**config.mk**
```make
export PLATFORM = sky130hd
export DESIGN_NAME = alu_arbiter
export DESIGN_NICKNAME = d
export VERILOG_FILES = /design/src/rtl/cpu_types_pkg.sv /design/src/rtl/rr_picker.sv /design/src/rtl/alu_arbiter.sv
export SDC_FILE = /design/constraint.sdc
export NUM_CORES = 1
export LEC_CHECK = 0
export ABC_AREA = 1
export ABC_CLOCK_PERIOD_IN_PS = 1800
export CAP_MARGIN = 20
export CORE_UTILIZATION = 38
export DETAILED_ROUTE_END_ITERATION = 6
export PLACE_DENSITY = 0.79
export SLEW_MARGIN = 20
export SYNTH_ARGS = -nofsm -noshare
export SYNTH_HDL_FRONTEND = slang
export SYNTH_SLANG_ARGS = --single-unit
```
**constraint.sdc**
```tcl
create_clock -name CLK -period 1.8 [get_ports CLK]
set_clock_uncertainty 0.2 [all_clocks]
set_input_delay 0.36 -clock CLK [delete_from_list [all_inputs] [get_ports CLK]]
set_output_delay 0.36 -clock CLK [all_outputs]
set_load 0.02 [all_outputs]
```
**src/rtl/cpu_types_pkg.sv**
```systemverilog
// cpu_types_pkg: shared CPU datapath types (word, ALU opcode, ALU arbiter state)
package cpu_types_pkg;
  localparam int WORD_W = 32;
  typedef logic [WORD_W-1:0] word_t;
  typedef enum logic [2:0] {ALU_ADD, ALU_SUB, ALU_AND, ALU_OR, ALU_XOR, ALU_SLL, ALU_SRL, ALU_SRA} aluop_t;
  typedef enum logic [1:0] {IDLE, EXEC, RESP} arbstate_t;
endpackage

```
**src/rtl/rr_picker.sv**
```systemverilog
// rr_picker: combinational round-robin pick; valid/ptr in, one-hot grant and winner idx out (first valid from ptr upward, mod N)
module rr_picker #(
  parameter int N = 2,
  parameter int W = $clog2(N)
) (
  input  logic [N-1:0] valid,
  input  logic [W-1:0] ptr,
  output logic [N-1:0] grant,
  output logic [W-1:0] idx
);
  logic [W-1:0] j;
  always_comb begin
    j = '0;
    idx = '0;
    for (int k = N - 1; k >= 0; k--) begin
      j = W'((int'(ptr) + k) % N);
      idx = valid[j] ? j : idx;
    end
    grant = (|valid) ? (N'(1) << idx) : '0;
  end
endmodule

```
**src/rtl/alu_arbiter.sv**
```systemverilog
// alu_arbiter: round-robin share of one ALU; CLK/RST, per-requester req/rsp valid-ready channels, registered result+flags, busy, alu_* to/from the ALU
module alu_arbiter import cpu_types_pkg::*; #(
  parameter int NREQ = 2
) (
  input  logic              CLK,
  input  logic              RST,
  input  logic [NREQ-1:0]   req_valid,
  output logic [NREQ-1:0]   req_ready,
  input  aluop_t [NREQ-1:0] req_aluop,
  input  word_t [NREQ-1:0]  req_portA,
  input  word_t [NREQ-1:0]  req_portB,
  output logic [NREQ-1:0]   rsp_valid,
  input  logic [NREQ-1:0]   rsp_ready,
  output word_t             rsp_portOut,
  output logic              rsp_negative,
  output logic              rsp_overflow,
  output logic              rsp_zero,
  output logic              busy,
  output word_t             alu_portA,
  output word_t             alu_portB,
  output aluop_t            alu_aluop,
  input  word_t             alu_portOut,
  input  logic              alu_negative,
  input  logic              alu_overflow,
  input  logic              alu_zero
);
  localparam int PTR_W = $clog2(NREQ);
  arbstate_t state, nxt;
  logic [PTR_W-1:0] rr_ptr, owner, win;
  logic [NREQ-1:0] grant;
  logic acc;
  word_t op_a, op_b;
  aluop_t op_op;
  rr_picker #(.N(NREQ), .W(PTR_W)) picker (
    .valid(req_valid),
    .ptr(rr_ptr),
    .grant(grant),
    .idx(win)
  );
  assign alu_portA = op_a;
  assign alu_portB = op_b;
  assign alu_aluop = op_op;
  always_comb begin
    acc = (state == IDLE) && (|req_valid);
    nxt = (state == IDLE) ? (acc ? EXEC : IDLE) : (state == EXEC) ? RESP : (rsp_ready[owner] ? IDLE : RESP);
    req_ready = ((state == IDLE) && !RST) ? grant : '0;
    rsp_valid = (state == RESP) ? (NREQ'(1) << owner) : '0;
    busy = state != IDLE;
  end
  always_ff @(posedge CLK) begin
    if (RST) begin
      state <= IDLE;
      rr_ptr <= '0;
      owner <= '0;
      op_a <= '0;
      op_b <= '0;
      op_op <= aluop_t'(0);
      rsp_portOut <= '0;
      rsp_negative <= 1'b0;
      rsp_overflow <= 1'b0;
      rsp_zero <= 1'b0;
    end else begin
      state <= nxt;
      if (acc) begin
        owner <= win;
        rr_ptr <= (win == PTR_W'(NREQ - 1)) ? '0 : win + PTR_W'(1);
        op_a <= req_portA[win];
        op_b <= req_portB[win];
        op_op <= req_aluop[win];
      end
      if (state == EXEC) begin
        rsp_portOut <= alu_portOut;
        rsp_negative <= alu_negative;
        rsp_overflow <= alu_overflow;
        rsp_zero <= alu_zero;
      end
    end
  end
endmodule

```
==> results_dict.tcl, run 1 <==
set metrics [dict create \
    status "completed" \
    drv_cap 0 \
    fmax_mhz 568 \
    powerDensity_nw_per_um2 862 \
    first_global_vias 5084 \
    path_cells "inv_2, nand2_4, nand2_2, nor2_4, nand2_2, inv_2, buf_6" \
    final_area_um2 7900 \
    final_util 0.660 \
    clk_pin_slew_ps 70 \
    coreArea_um2 12000 \
    syn_avg_cell_area_um2 7.26 \
    cts_tree "done" \
    overflow 0 \
    clk_path_buf_depth 2 \
    drt_pass1_iterations 4 \
    cp_slowest_cell "dfxtp_2" \
    drt-total-wl_mm 15.9 \
    setup_viol 0 \
    design.die.area_um2 12700 \
    worstMarginPinSlew_ps 620 \
    hold_class "flop to flop" \
    slew_headroom 0.586 \
    fp.dieH_um 113 \
    synth_cell_types 20 \
    grt_antenna_before_repair 0 \
    crit_buf_inv 3 \
    criticalPathCategory "flop to output pin" \
    rows 40 \
    netlist_area_um2 4660 \
    ys_seq_area_frac 0.456 \
    drc_errors 0 \
    p_leak_uw 0.00384 \
    vias 5336 \
    crit_start "rr_ptr$_SDFFE_PP0P_" \
    postSynthCellCount 641 \
    syn2layout_area_growth_pct 69.6 \
    place_congestion 0.787 \
    drv_slew 0 \
    drtIter0Drc 349 \
    mostFrequentLayoutCell "nand3_1" \
    synth_seq_cells 106 \
    synth_warnings 0 \
    crit_path_end_kind "output pin" \
    fin_nets 1091 \
    final_antenna_net_count 0 \
    cts_sinks 106 \
    mostFrequentLayoutCells "nand3_1 (177), clkdlybuf4s50_1 (171), dfxtp_1 (104)" \
    track_usage 0.252 \
    hold_ws_ps 253 \
    cp_slowest_stage_delay_ps 330 \
    arrival_ps 1200 \
    timing.rr.start "rr_ptr$_SDFFE_PP0P_" \
    die_x_um 113 \
    grt_pass1_wl_mm 25.4 \
    routedWlPerCell_um 14.9 \
    io_buffers 281 \
    grt_start_max_net_pins 89 \
    start_util 0.389 \
    cp-start-kind "flop" \
    crit_family "flip-flops" \
    cts_buffers 9 \
    peakVddDrop_mv 0.554 \
    hpwl_mm 10.8 \
    num_antenna_cells 0 \
    synth_nets 816 \
    cts_root_buf "clkbuf_16" \
    hp-start "alu_portA[28]$_SDFFE_PP0P_" \
    pin_count 282 \
    ctsHtreeMaxLevel 3 \
    postPlaceCellArea_um2 7620 \
    critPathRequiredTime_ps 1240 \
    layout_min_cycle_time_ps 1760 \
    cts_hold_buf 0 \
    cp_max_fo 3 \
    vias_per_cell 5.00 \
    drive_above_1_share 0.0901 \
    rsz0062_at_grt "true" \
    clock_latency_ps 340 \
    hold_viol 0 \
    layout_worst_path_cycle_share 0.978 \
]
## metrics by stage
| step | TNS [ps] | power (uW) | std cells | setup slack [ps] |
|---|---|---|---|---|
| final | 0 | 6810 | 1068 | 40.1 |
| after global routing | -82.7 | 7190 | 1068 | -47.9 |
| after floorplan | 0 | 3870 | 641 | 132 |
| after CTS | -6.60 | 6860 | 1066 | -6.60 |
| after global placement | -25280 | 4980 | 1043 | -710 |
| after detailed placement | -28810 | 5000 | 1043 | -743 |
## worst paths after layout
| kind | end | slack [ps] | cells after the start |
|---|---|---|---|
| setup / recovery | req_ready[1] | 40 | 7 |
| hold / removal | alu_portA[28]$_SDFFE_PP0P_ | 250 | 2 |
| setup reg to reg | owner$_SDFFE_PP0P_ | 70 | 12 |
| hold reg to reg | alu_portA[28]$_SDFFE_PP0P_ | 250 | 2 |
## state kept, by name (all words and copies together), names as in the netlist
signal and count:
alu_aluop 3, alu_portA 32, rsp_zero 1, rsp_portOut 32
rsp_negative 1, state 2, rr_ptr 1, owner 1
rsp_overflow 1, alu_portB 32
## kinds of logic (layout without fill, tap and decap cells)
kind of cell | count (synthesis) | in the layout | share of synthesized area
buffers and inverters | 100 | 380 | 0.102
AO/OA/AOI/OAI | 39 | 39 | 0.0451
flip-flops | 106 | 106 | 0.456
AND/OR/NAND/NOR | 396 | 396 | 0.397
## worst min-delay path, cell delays in order (launching register included)
cell,delay [ps]
dfxtp_1,320
nand2_1,50
nand2_1,60
## report_power, final
group          internal (uW)  leakage, uW  switching [uW]
clock                   1130     0.000151             883
combinational            930      0.00281            1140
sequential              2610     0.000876             119
total                   4660      0.00384            2150
## Yosys cell counts (all sizes together)
library cell	count	share of area
nand3	177	0.19
o21ai	38	0.042
nor2	79	0.069
nor3	4	0.0043
nand4	41	0.055
a21oi	1	0.0035
buf	44	0.057
nand2	95	0.078
dfxtp	106	0.46
inv	46	0.037
clkbuf	10	0.0081
## final cells by class
type | count | area [um^2]
inverters | 46 | 174
fillers | 1109 | 4060
well taps | 147 | 184
repair buffers | 318 | 3000
clock buffers | 11 | 243
multi-input cells | 435 | 2110
clock inverters | 5 | 61.3
flip-flops and latches | 106 | 2120
## metal layers
layer	wire, um	share of wire	vias to the layer above	track usage
met1	6300	0.40	2395	0.283
met5	0	0	-	0
met4	379	0.024	0	0.0898
met3	1430	0.090	26	0.0782
li1	-	-	2692	-
met2	7760	0.49	223	0.449
## what timing repair did
item,CTS,global route
gates resized for setup,135,14
setup buffers,7,2
setup endpoints to repair,158,10
pin swaps,3,3
(Power assumes the default switching activity.)
==> inputs of run 2 (changes only) <==
--- a/config.mk
+++ b/config.mk
@@ -11,7 +11,7 @@
 export CORE_UTILIZATION = 38
 export DETAILED_ROUTE_END_ITERATION = 6
 export PLACE_DENSITY = 0.79
-export SLEW_MARGIN = 20
+export SLEW_MARGIN = 40
 export SYNTH_ARGS = -nofsm -noshare
 export SYNTH_HDL_FRONTEND = slang
 export SYNTH_SLANG_ARGS = --single-unit
==> results of run 2 <==
No change in the layout: final DEF, timing and power equal those of run 1.
==> inputs of run 3 (changes only) <==
--- a/config.mk
+++ b/config.mk
@@ -5,12 +5,11 @@
 export SDC_FILE = /design/constraint.sdc
 export NUM_CORES = 1
 export LEC_CHECK = 0
-export ABC_AREA = 1
 export ABC_CLOCK_PERIOD_IN_PS = 1800
 export CAP_MARGIN = 20
-export CORE_UTILIZATION = 38
+export CORE_UTILIZATION = 37
 export DETAILED_ROUTE_END_ITERATION = 6
-export PLACE_DENSITY = 0.79
+export PLACE_DENSITY = 0.78
 export SLEW_MARGIN = 40
 export SYNTH_ARGS = -nofsm -noshare
 export SYNTH_HDL_FRONTEND = slang
==> run 3 against run 2 <==
Net effect: the flow now finishes with violations (DRC, setup timing); global-route usage grew 1.2 points; critical path type unchanged; combinational power fell by 8%; power is 1.7% lower; non-clock buffer count decreased by 3; wire length rose by 7.1%; hold slack gained 1.5 ps; clock power is 5% higher; sequential cell count did not move; core utilization is 1.2 points higher.
==> results_dict.tcl, run 3 <==
set metrics [dict create \
    coreArea_um2 11600 \
    first_global_vias 5109 \
    drc_errors 19 \
    clock_latency_ps 340 \
    synth_edf_count 0 \
    routedWlPerCell_um 18.0 \
    final_area_um2 7780 \
    worstMarginPinSlew_ps 783 \
    worstHoldPathCells 2 \
    track_usage 0.264 \
    powerDensity_nw_per_um2 861 \
    criticalPathCategory "flop to output pin" \
    die_x_um 112 \
    cp_max_fo 3 \
    layout_min_cycle_time_ps 1880 \
    synth-compound-area-share 0.212 \
    drv_slew 0 \
    pin_count 282 \
    overflow 0 \
    fin_nets 970 \
    cts_tree "done" \
    clk_pin_slew_ps 70 \
    mostFrequentLayoutCells "clkdlybuf4s50_1 (171), dlygate4sd2_1 (104), dfxtp_1 (103)" \
    ff2ff_path_depth 8 \
    dp_cells 917 \
    rows 39 \
    hold_viol 0 \
    status "complete, but fails checks" \
    grt_start_max_net_pins 75 \
    num_antenna_cells 0 \
    hold_class "flop to flop" \
    setup_slack_ps -79.0 \
    ctsHtreeMaxLevel 3 \
    synth_nets 701 \
    hp-start "rsp_portOut[18]$_SDFFE_PP0N_" \
    io_buffers 281 \
    synth_seq_cells 106 \
    clk_path_buf_depth 2 \
    synth_top_family_by_area "compound AO/OA/AOI/OAI gates" \
    cts_buffers 9 \
    cts_hold_buf 0 \
    synth_cell_types 31 \
    netlist_top_cells_count "dfxtp_1 (106), nand2_1 (70), a31oi_1 (37), nand3_1 (37), nand4_1 (37)" \
    synthFlopType "dfxtp_1" \
    p_leak_uw 0.00338 \
    synth_area_leaders "dfxtp_1 (48%), a221o_1 (6.8%), nand2_1 (5.9%)" \
    synth-xor-area-share 0 \
    setup_viol 3 \
    synthAdderAreaFrac 0 \
    drtIter0Drc 574 \
    vias 5169 \
    synth_top_area_frac 0.477 \
    crit_start "state[1]$_SDFF_PP0_" \
    timing.rr.start "state[1]$_SDFF_PP0_" \
    violations "DRC, setup timing" \
    grt_antenna_before_repair 0 \
    vias_per_cell 5.48 \
    layout_worst_path_cycle_share 1.04 \
    cts_root_buf "clkbuf_16" \
    ys_seq_area_frac 0.477 \
    drive_above_1_share 0.0963 \
    start_util 0.384 \
    design.die.area_um2 12500 \
    postSynthCellCount 526 \
    synth.most_common_cell "dfxtp_1" \
    fmax_mhz 532 \
    drt_pass1_iterations 7 \
    fp.dieH_um 112 \
    netlist_area_um2 4450 \
    instances_no_fill 943 \
    fill_cells 957 \
    postPlaceCellArea_um2 7350 \
    hpwl_mm 11.5 \
    rsz0062_at_grt "true" \
    muxShareOfSynthArea 0.00225 \
    slew_headroom 0.478 \
    drv_cap 0 \
    cts_sinks 106 \
    critPathRequiredTime_ps 1240 \
    place_congestion 0.894 \
    mostFrequentLayoutCell "clkdlybuf4s50_1" \
    synthArstFlopShare 0 \
    arrival_ps 1320 \
    final_antenna_net_count 0 \
    yosysTopAreaCell "dfxtp_1" \
    crit_path_end_kind "output pin" \
    grt_pass1_wl_mm 26.2 \
    cp-start-kind "flop" \
    dpl_worst_slack_ps -627 \
    peakVddDrop_mv 0.477 \
    syn2layout_area_growth_pct 74.9 \
    syn_avg_cell_area_um2 8.45 \
    synth-simple-area-share 0.209 \
    drt-total-wl_mm 17.0 \
    synth_warnings 0 \
]
## run 3: changes by cell type after synthesis, sizes merged, moves of 15 or more
| cell | before | now |
|---|---|---|
| a31oi | 0 | 37 |
| nand3 | 177 | 37 |
| a21oi | 1 | 36 |
| nor2 | 79 | 4 |
| a221o | 0 | 30 |
| inv | 46 | 31 |
| nor3 | 4 | 31 |
| nand2 | 95 | 70 |
## run 3: final timing paths
kind	slack, ps	to
hold / removal	250	rsp_portOut[18]$_SDFFE_PP0N_
setup reg to reg	30	alu_portA[4]$_SDFFE_PP0P_
setup / recovery	-80	req_ready[1]
hold reg to reg	250	rsp_portOut[18]$_SDFFE_PP0N_
## run 3: worst max-delay path, cell delays in order, from the launching register on
cell     delay, ps
dfxtp_2        340
buf_6          110
nor2_4         120
and4b_2        270
buf_6          130
## run 3: area by class of cell
| class | instances | area, um^2 | share of cell area |
|---|---|---|---|
| timing repair buffer | 315 | 3100 | 0.399 |
| tap | 143 | 179 | 0.0230 |
| clock buffer | 9 | 225 | 0.0290 |
| clock inverter | 7 | 93.8 | 0.0121 |
| inverter | 31 | 121 | 0.0156 |
| multi-input combinational | 332 | 1930 | 0.248 |
| sequential | 106 | 2130 | 0.273 |
## run 3: repair_timing
item / in CTS / in global routing
gates cloned: 2 / 1
resized for setup: 148 / 26
setup endpoints to repair: 174 / 31
pin swaps: 3 / 2
buffers inserted: 7 / 0
## run 3: per-stage QoR
stage / hold slack [ps] / utilization / total power, uW / setup TNS (ps)
2_1_floorplan: 284 / - / 3600 / 0
6_report: 254 / 0.672 / 6700 / -207
3_5_place_dp: 247 / 0.636 / 4590 / -25230
4_1_cts: 255 / 0.669 / 6690 / -259
5_1_grt: 276 / 0.672 / 6950 / -376
3_3_place_gp: 242 / 0.636 / 4550 / -23600
## run 3: logic make-up after synthesis
group,after synthesis
AOI/OAI and AO/OA,145
DFF,106
and+or+nand+nor,186
buffers and inverters,88
muxes,1
## run 3: power breakdown
part | internal [uW] | total [uW] | switching, uW
logic | 929 | 1900 | 973
registers | 2560 | 2670 | 112
clock network | 1220 | 2120 | 904
## run 3: layer usage
layer / share of wire / global-route usage
met5: 0 / 0
met1: 0.38 / 0.298
met3: 0.080 / 0.0686
met4: 0.038 / 0.132
met2: 0.50 / 0.462
